**src/rtl/fetch_mem_port.sv**
```systemverilog
// Instruction-side responder: tagged word buffer in front of a single-outstanding read bus.
// Define FETCH_PREFETCH_EN for a two-entry buffer with next-word prefetch.
module fetch_mem_port (
  input  logic        clk,
  input  logic        resetn,
  input  logic [31:0] fetch_addr,
  output logic [31:0] fetch_data,
  output logic        fetch_valid,
  output logic        mem_req,
  output logic [31:0] mem_addr,
  input  logic        mem_ready,
  input  logic        mem_rvalid,
  input  logic [31:0] mem_rdata
);

`ifdef FETCH_PREFETCH_EN
  localparam int NE = 2;
`else
  localparam int NE = 1;
`endif

  typedef enum logic [1:0] {S_IDLE, S_REQ, S_WAIT} state_e;

  state_e               state_q, state_d;
  logic [29:0]          req_tag_q, req_tag_d;
  logic [NE-1:0]        vld_q;
  logic [NE-1:0][29:0]  tag_q;
  logic [NE-1:0][31:0]  data_q;
  logic [NE-1:0]        hit_vec;
  logic [29:0]          ftag;
  logic                 fill;
  logic                 victim;
  logic                 unused_lsb;

  assign ftag       = fetch_addr[31:2];
  assign unused_lsb = ^fetch_addr[1:0];

  always_comb begin
    fetch_data = '0;
    for (int i = 0; i < NE; i++) begin
      hit_vec[i] = vld_q[i] && (tag_q[i] == ftag);
      if (hit_vec[i]) fetch_data = fetch_data | data_q[i];
    end
  end
  assign fetch_valid = |hit_vec;

`ifdef FETCH_PREFETCH_EN
  logic        lru_q;
  logic        nxt_hit;
  logic [29:0] nxt_tag;

  // Tag arithmetic is 30 bits wide, so the last word wraps to tag 0.
  assign nxt_tag = ftag + 30'd1;
  always_comb begin
    nxt_hit = 1'b0;
    for (int i = 0; i < NE; i++)
      if (vld_q[i] && (tag_q[i] == nxt_tag)) nxt_hit = 1'b1;
  end

  // Keep the word the fetch stage is looking at; otherwise evict the older fill.
  assign victim = hit_vec[0] ? 1'b1 : (hit_vec[1] ? 1'b0 : lru_q);

  always_ff @(posedge clk) begin
    if (!resetn)   lru_q <= 1'b0;
    else if (fill) lru_q <= ~victim;
  end
`else
  assign victim = 1'b0;
`endif

  always_comb begin
    state_d   = state_q;
    req_tag_d = req_tag_q;
    fill      = 1'b0;
    case (state_q)
      S_IDLE: begin
        if (!fetch_valid) begin
          req_tag_d = ftag;
          state_d   = S_REQ;
        end
`ifdef FETCH_PREFETCH_EN
        else if (!nxt_hit) begin
          req_tag_d = nxt_tag;
          state_d   = S_REQ;
        end
`endif
      end
      S_REQ:  if (mem_ready) state_d = S_WAIT;
      S_WAIT: begin
        if (mem_rvalid) begin
          fill    = 1'b1;
          state_d = S_IDLE;
        end
      end
      default: state_d = S_IDLE;
    endcase
  end

  assign mem_req  = (state_q == S_REQ);
  assign mem_addr = mem_req ? {req_tag_q, 2'b00} : 32'd0;

  // A reset abandons any in-flight read; its late response lands in IDLE and is dropped.
  always_ff @(posedge clk) begin
    if (!resetn) begin
      state_q   <= S_IDLE;
      req_tag_q <= '0;
      vld_q     <= '0;
      tag_q     <= '0;
      data_q    <= '0;
    end else begin
      state_q   <= state_d;
      req_tag_q <= req_tag_d;
      for (int i = 0; i < NE; i++) begin
        if (fill && (victim == 1'(i))) begin
          vld_q[i]  <= 1'b1;
          tag_q[i]  <= req_tag_q;
          data_q[i] <= mem_rdata;
        end
      end
    end
  end

endmodule

```
**config.mk**
```make
export PLATFORM = sky130hd
export DESIGN_NAME = fetch_mem_port
export DESIGN_NICKNAME = d
export VERILOG_FILES = /design/src/rtl/fetch_mem_port.sv
export SDC_FILE = /design/constraint.sdc
export NUM_CORES = 1
export LEC_CHECK = 0
export ABC_AREA = 1
export CORE_UTILIZATION = 35
export CTS_CLUSTER_DIAMETER = 60
export CTS_CLUSTER_SIZE = 25
export DETAILED_ROUTE_END_ITERATION = 7
export HOLD_SLACK_MARGIN = 0.15
export SKIP_LAST_GASP = 1
export SYNTH_ARGS = -nofsm -noshare
export SYNTH_HDL_FRONTEND = slang
export SYNTH_SLANG_ARGS = --single-unit
```
**constraint.sdc**
```tcl
create_clock -name clk -period 4.18 [get_ports clk]
set_clock_uncertainty 0.15 [all_clocks]
set_input_delay 0.836 -clock clk [delete_from_list [all_inputs] [get_ports clk]]
set_output_delay 0.836 -clock clk [all_outputs]
set_load 0.005 [all_outputs]
```
# ---- Word-level counts from Yosys, hierarchy flattened
# Index checks and enable logic that the tools add are counted.
dict set report totals {
  out_inout_bits 66
  wordCells 24
  register_bits 95
}
dict set report op_classes {
  n_eq_ne 6
  reduce_logical 4
  bitwise_logic 1
  muxes 8
}
# operator count
set ops {}
lappend ops {{32-bit two-way mux} 2}
lappend ops {{30-bit equality test} 1}
lappend ops {{2-bit two-way mux} 3}
lappend ops {{2-bit one-hot mux with 3 select lines} 1}
lappend ops {{2-bit inequality test, second input constant} 2}
lappend ops {{3-bit AND reduction} 1}
lappend ops {{2-bit by 1-bit equality test with 1-bit output, second input constant} 1}
lappend ops {{2-bit equality test, second input constant} 1}
lappend ops {{2-bit logical NOT} 1}
lappend ops {{1-bit two-way mux} 2}
lappend ops {{2-bit by 1-bit inequality test with 1-bit output, second input constant} 1}
lappend ops {{2-bit AND reduction} 1}
lappend ops {{1-bit logical AND} 1}
lappend ops {{1-bit NOT} 1}

# ---- Depth between registers and ports, before layout
# Gate-level depths: netlist of the first run.
dict set report logic_depth {
  word_depth 4
  depth_mapped 13
  depth_no_buf 12
}

# ---- Least setup slack after synthesis of the first run
# No wires, ideal clock.
dict set report synth_path {
  kind {input to output}
  startpoint {input port fetch_addr[11]}
  endpoint {output port fetch_data[10]}
  n_path_buf 1
  arrival_time_ps 1706
  path_slack_ps 1488
  t_required_ps 3194
  stages 10
  cell_sequence {inv_1 > nor2_1 > inv_1 > nand3_1 > nor2_1 > nand2_1 > nor2_1 > nand2_2 > buf_2 > nor2_1}
}
dict set report synth_via {
  elab_chain_len 3
}
# element line
set synth_lines {}
lappend synth_lines {{start, declared} 6} ;# input logic [31:0] fetch_addr,
lappend synth_lines {{30-bit equality test} 41} ;# hit_vec[i] = vld_q[i] && (tag_q[i] == ftag);
lappend synth_lines {{1-bit logical AND} 41}
lappend synth_lines {{32-bit two-way mux} 42} ;# if (hit_vec[i]) fetch_data = fetch_data | data_q[i];
lappend synth_lines {{end, declared} 7} ;# output logic [31:0] fetch_data,
# No other way between the ends.

# ---- Final worst setup path of the first run
dict set report layout_path {
  startpoint {input port fetch_addr[27]}
  endpoint {output port fetch_data[22]}
}
# The elaborated chain is that of the path after synthesis.

==> run_results.csv, run 1 <==
group,metric,value,unit
route,route.vias.total,4713,
synthesis,synth_top_area_cell,"dfxtp_1",
synthesis,yosysWarnings,0,
synthesis,ys_ff_latch,95,
floorplanning,dieWidth,118,microns
global_route,antenna_found_initial,0,
pwr,p_per_area,361,nW/um^2
synthesis,yosysTopAreaCellShare,40.6,%
global_route,grt_pass1_vias,4407,
clock_tree,cts.reportedPaths.clkPinSlew,0.06,ns
setup_path,crit_family,"buffers and inverters",
floorplanning,chipHeight,118,microns
setup_path,r2r-start,"state_q[1]",
setup_path,slowest_stage,"clkdlybuf4s50_1",
timing,tns,0,ns
placed_design,io_buffers,129,
floorplanning,ios,134,
synthesis,async_reset_ff_share,0,%
setup_path,r2r_cells,6,
run,drv_cap,0,
timing,fin_crit,3.92,ns
route,ant_nets,0,
synthesis,syn_area,4680,sq um
floorplanning,start_util,36.5,%
pwr,leakagePower,0.00274,uW
synthesis,synth_edf_count,0,
setup_path,rrSetupSlack,2.05,ns
clock_tree,cts_sinks,95,
pwr,ir_worst_vdd,0.000164,V
clock_tree,ctsLongestPathBuffers,2,
setup_path,crit_chain,"clkdlybuf4s50_1, inv_1, nand2_1, nand2_1, inv_1, nand2_1, nor2_1, nand2_1, nor2_2, nand2_2, buf_12, nor2_1, clkdlybuf4s50_1",
setup_path,start_kind,"primary input",
status,outcome,"finished, final reports clean",
route,drc_errors,0,
clock_tree,cts_root_buf,"clkbuf_16",
route,first_iter_violations,286,
synthesis,syn_avg_cell_area,6.21,sq um
global_route,use_met3,3.15,%
timing,rsz0062_at_grt,"false",
final_layout,drive_gt1_share,3.58,%
floorplanning,rows,41,
timing,slew_headroom,41.4,%
setup_path,crit_path_frequent_cell,"nand2_1",
timing,tightest_slew,0.877,ns
setup_path,critPathKind,"primary input to output port",
final_layout,nets,929,
synthesis,synth_seq_area_share,40.6,%
setup_path,cp-end-kind,"output port",
setup_path,r2r-end,"req_tag_q[14]",
min_path,holdPathEnd,"data_q[24]",
floorplanning,dieArea,13900,sq um
setup_path,slowest_delay,0.53,ns
setup_path,path_buf_inv,5,
clock_tree,cts_setup_buffers,0,
placed_design,hpwl,8880,microns
min_path,holdPathStages,2,
route,avgViaCountPerCell,4.54,
synthesis,synth_ff_type,"dfxtp_1",
route,totalWireLength,12800,microns
timing,timing.fmax,255,MHz
setup_path,crit_fanout,38,
route,post_drt_wl_per_cell,12.3,microns
synthesis,synth_common_cells,"nor2_1 (154), nand2_1 (152), inv_1 (139), dfxtp_1 (95), a21oi_1 (63)",
global_route,met2_usage,30.5,%
global_route,overflow,0,
synthesis,yosys-top-cells-area,"dfxtp_1 (41%), nor2_1 (12%), nand2_1 (12%)",
global_route,grt_max_degree,66,
global_route,grt_first_pass_wirelength,21000,microns
synthesis,yosysUniqueCellTypes,19,
clock_tree,clkLatencyLatePin,0.35,ns
final_layout,post-route-util,49.7,%
clock_tree,numCtsBuffers,9,
global_route,grt_use_met1,25.2,%
final_layout,num_antenna_cells,0,
placed_design,globalplace.congestion,0.827,
synthesis,yosysMostFrequentCell,"nor2_1",
floorplanning,core_area,12800,sq um
final_layout,area_growth,36.1,%
setup_path,required,3.19,ns
timing,finalHoldWorstSlack,0.304,ns
clock_tree,cts_tree,"done",
timing,setup_violations,0,
timing,min_period_over_period,93.7,%
timing,drv_slew,0,
global_route,busiest_layer,"met2",
route,first_pass_iters,5,
min_path,min_from,"data_q[24]",
synthesis,synthCells,754,
setup_path,crit_arrival,2.93,ns
global_route,grt_usage,18.9,%
clock_tree,cts_max_level,3,
timing,hold_viol,0,
min_path,hp-class,"flop to flop",
cell usage in the layout (no fill, tap or decap):
master / Yosys / layout
clkbuf_8: 0 / 3
nand2_2: 1 / 1
nand2_1: 152 / 152
inv_2: 4 / 4
clkdlybuf4s50_1: 0 / 128
bufinv_16: 0 / 1
inv_1: 139 / 139
buf_2: 7 / 1
nor2_4: 2 / 2
clkinv_1: 1 / 1
buf_12: 0 / 2
nand3b_1: 1 / 1
conb_1: 1 / 2
dfxtp_1: 95 / 95
a211oi_1: 1 / 1
a21oi_1: 63 / 63
nor2_2: 0 / 2
o21ai_0: 62 / 62
clkbuf_1: 25 / 2
clkinvlp_4: 0 / 1
clkbuf_16: 0 / 9
nand3_1: 33 / 32
nor2_1: 154 / 152
xnor2_1: 5 / 5
buf_4: 2 / 4
nand3_4: 0 / 1
power by group:
part	leakage, uW	switching, uW	internal [uW]
combinational	0.00182	234	188
sequential	0.000777	41.3	978
clock	0.000149	350	514
total	0.00274	625	1680
state kept, by name, indices dropped and copies added (netlist names):
name	cells
data_q	32
req_tag_q	30
state_q	2
tag_q	30
vld_q	1
per-layer routing:
metal  share of wire, %  routed length, microns  up-vias
met5                  0                       0        -
met4                1.6                     199        0
met3                4.6                     592       11
met2                 44                    5650      141
met1                 50                    6350     2101
li1                   -                       -     2460
worst max-delay path by stage:
stage,start,endpoint,depth (start not counted)
final,fetch_addr[27],fetch_data[22],13
after global routing,fetch_addr[15],fetch_data[21],13
after CTS,fetch_addr[15],fetch_data[21],13
after detailed placement,fetch_addr[15],fetch_data[21],13
after global placement,fetch_addr[2],fetch_data[21],13
after floorplan,fetch_addr[11],fetch_data[10],10
what timing repair did:
action                                 4_1_cts  5_1_grt
setup endpoints to repair                    0        1
endpoints found under the hold margin        0        0
hold buffers                                 0        0
resized for setup                            0        1
worst register-to-register path, cell delays in order, from the launching register on:
cell     delay (ns)
dfxtp_1        0.36
nor2_2         0.12
buf_4          0.36
inv_1          0.14
nor2_4         0.71
nor2_1         0.10
nor2_1         0.14
per-stage QoR:
step                instance area [sq um]  total power (uW)  setup WS, ns  std cells
floorplan                            4690              1290          1.49        755
global placement                     6060              1450         0.228       1022
detailed placement                   6060              1460         0.209       1022
CTS                                  6370              2330         0.206       1038
global route                         6380              2430        0.0813       1038
finish                               6380              2300         0.262       1038
kinds of logic after synthesis:
kind of cell | Yosys count | share of synthesized area (%)
and+or+nand+nor | 343 | 28.8
buffers and inverters | 184 | 16.1
AOI/OAI and AO/OA | 126 | 13.5
DFF | 95 | 40.6
xor gates and xnor gates | 5 | 0.935
other | 1 | 0.0801
area by class of cell:
class,instances,area [sq um]
clock buffer,14,274
multi-input combinational,476,2050
fill,1320,6450
timing repair buffer,135,1360
tap,172,215
inverter,144,541
clock inverter,2,37.5
sequential,95,1900
Note: power is estimated with default switching activity, not from simulation.
==> inputs of run 2 (changes only) <==
--- a/config.mk
+++ b/config.mk
@@ -6,11 +6,13 @@
 export NUM_CORES = 1
 export LEC_CHECK = 0
 export ABC_AREA = 1
+export CORE_MARGIN = 2
 export CORE_UTILIZATION = 35
 export CTS_CLUSTER_DIAMETER = 60
 export CTS_CLUSTER_SIZE = 25
 export DETAILED_ROUTE_END_ITERATION = 7
 export HOLD_SLACK_MARGIN = 0.15
+export SKIP_CTS_REPAIR_TIMING = 1
 export SKIP_LAST_GASP = 1
 export SYNTH_ARGS = -nofsm -noshare
 export SYNTH_HDL_FRONTEND = slang
==> constraint.sdc (replaced) <==
create_clock -name clk -period 4.18 [get_ports clk]
set_clock_uncertainty 0.15 [all_clocks]
set_input_delay 0.627 -clock clk [delete_from_list [all_inputs] [get_ports clk]]
set_output_delay 0.627 -clock clk [all_outputs]
set_load 0.005 [all_outputs]
==> run_results.csv, run 2 (same netlist as run 1, synthesis figures left out) <==
group,metric,value,unit
setup_path,crit_chain,"clkdlybuf4s50_1, inv_1, nand2_1, nand2_1, inv_1, nand2_1, nor2_1, nand2_1, nor2_1, nand2_2, buf_4, nor2_1, clkdlybuf4s50_1",
global_route,overflow,0,
route,first_pass_iters,4,
route,drc_errors,0,
global_route,grt_usage,17.8,%
global_route,grt_pass1_vias,4110,
status,outcome,"finished, final reports clean",
timing,drv_slew,0,
placed_design,globalplace.congestion,0.774,
final_layout,nets,932,
setup_path,crit_family,"buffers and inverters",
route,route.vias.total,4539,
clock_tree,cts.reportedPaths.clkPinSlew,0.06,ns
global_route,grt_max_degree,64,
final_layout,top_register,"data_q",
min_path,hp-class,"flop to flop",
route,avgViaCountPerCell,4.34,
setup_path,slowest_delay,0.50,ns
clock_tree,numCtsBuffers,9,
final_layout,fillers,1341,
pwr,p_per_area,366,nW/um^2
clock_tree,cts_max_level,3,
placed_design,hpwl,8670,microns
final_layout,largest_reg_flops,32,
setup_path,required,3.40,ns
setup_path,crit_path_frequent_cell,"nand2_1",
clock_tree,cts_sinks,95,
run,drv_cap,0,
route,first_iter_violations,267,
clock_tree,ctsLongestPathBuffers,2,
floorplanning,ios,134,
global_route,grt_first_pass_wirelength,20100,microns
route,post_drt_wl_per_cell,12.0,microns
timing,tns,0,ns
floorplanning,chipHeight,120,microns
final_layout,num_antenna_cells,0,
timing,setup_violations,0,
clock_tree,clkLatencyLatePin,0.35,ns
final_layout,drive_gt1_share,3.80,%
floorplanning,core_area,13100,sq um
final_layout,area_growth,36.7,%
final_layout,seqCellArea,1900,sq um
final_layout,final_cell_mix,"nor2_1 (153), nand2_1 (152), inv_1 (139)",
route,ant_nets,0,
timing,fin_crit,3.60,ns
final_layout,top_regs,"data_q (32), req_tag_q (30), tag_q (30)",
final_layout,final_common_cell,"nor2_1",
floorplanning,rows,42,
timing,min_period_over_period,86.1,%
clock_tree,cts_root_buf,"clkbuf_16",
setup_path,crit_arrival,2.82,ns
floorplanning,dieArea,14300,sq um
pwr,leakagePower,0.00276,uW
setup_path,cp-end-kind,"output port",
timing,timing.fmax,278,MHz
timing,slew_headroom,43.6,%
route,totalWireLength,12500,microns
floorplanning,start_util,35.7,%
setup_path,slowest_stage,"clkdlybuf4s50_1",
floorplanning,dieWidth,120,microns
setup_path,crit_fanout,13,
final_layout,multi_input_area,2050,sq um
final_layout,post-route-util,48.7,%
pwr,ir_worst_vdd,0.000196,V
timing,rsz0062_at_grt,"false",
setup_path,critPathKind,"primary input to output port",
placed_design,io_buffers,129,
clock_tree,cts_tree,"done",
setup_path,path_buf_inv,5,
setup_path,start_kind,"primary input",
timing,tightest_slew,0.844,ns
global_route,antenna_found_initial,0,
timing,hold_viol,0,
-- run 2: cell count changes in the layout (fill, tap and decap cells not counted) --
cell	before	now
clkbuf_8	3	2
buf_4	4	8
clkinvlp_4	1	0
bufinv_16	1	2
nor2_1	152	153
buf_12	2	1
clkinv_2	0	1
nor2_2	2	1
-- run 2: through the flow --
| step | hold slack [ns] | worst slack, ns | total power [uW] | std cells | instance area (sq um) |
|---|---|---|---|---|---|
| 2_1_floorplan | 0.279 | 1.91 | 1290 | 755 | 4690 |
| 3_5_place_dp | 0.294 | 0.550 | 1460 | 1029 | 6080 |
| 6_report | 0.301 | 0.581 | 2340 | 1045 | 6400 |
| 4_1_cts | 0.304 | 0.541 | 2370 | 1045 | 6400 |
| 3_3_place_gp | 0.289 | 0.557 | 1460 | 1029 | 6080 |
| 5_1_grt | 0.317 | 0.283 | 2480 | 1045 | 6400 |
-- run 2: layout make-up --
cell class,instances,area share [%]
clock buffers,13,4.06
multi-input cells,476,32.0
flip-flops and latches,95,29.7
clock inverters,3,1.02
inverters,144,8.44
repair buffers,138,21.3
well taps,176,3.44
-- run 2: final timing paths --
| check | startpoint | endpoint | slack, ns | depth (start not counted) |
|---|---|---|---|---|
| worst max register to register | tag_q[18] | req_tag_q[9] | 2.21 | 13 |
| worst min register to register | data_q[7] | data_q[7] | 0.30 | 2 |
| worst min-delay path | data_q[7] | data_q[7] | 0.30 | 2 |
| worst max-delay path | fetch_addr[10] | fetch_data[10] | 0.58 | 13 |
-- run 2: worst min-delay path, cell delays in order (launching register included) --
cell	delay, ns
dfxtp_1	0.30
inv_1	0.06
a21oi_1	0.05
-- run 2: where the power goes --
| part | internal, uW | switching (uW) | total (uW) |
|---|---|---|---|
| logic | 189 | 229 | 417 |
| registers | 978 | 39.9 | 1020 |
| clock network | 557 | 350 | 907 |
-- run 2: layer usage --
| metal | GRT usage [%] | part of all wire [%] | vias up |
|---|---|---|---|
| li1 | - | - | 2473 |
| met1 | 24.3 | 49 | 1922 |
| met2 | 27.2 | 42 | 128 |
| met3 | 3.80 | 6.6 | 16 |
| met4 | 7.65 | 2.2 | 0 |
| met5 | 0 | 0 | - |
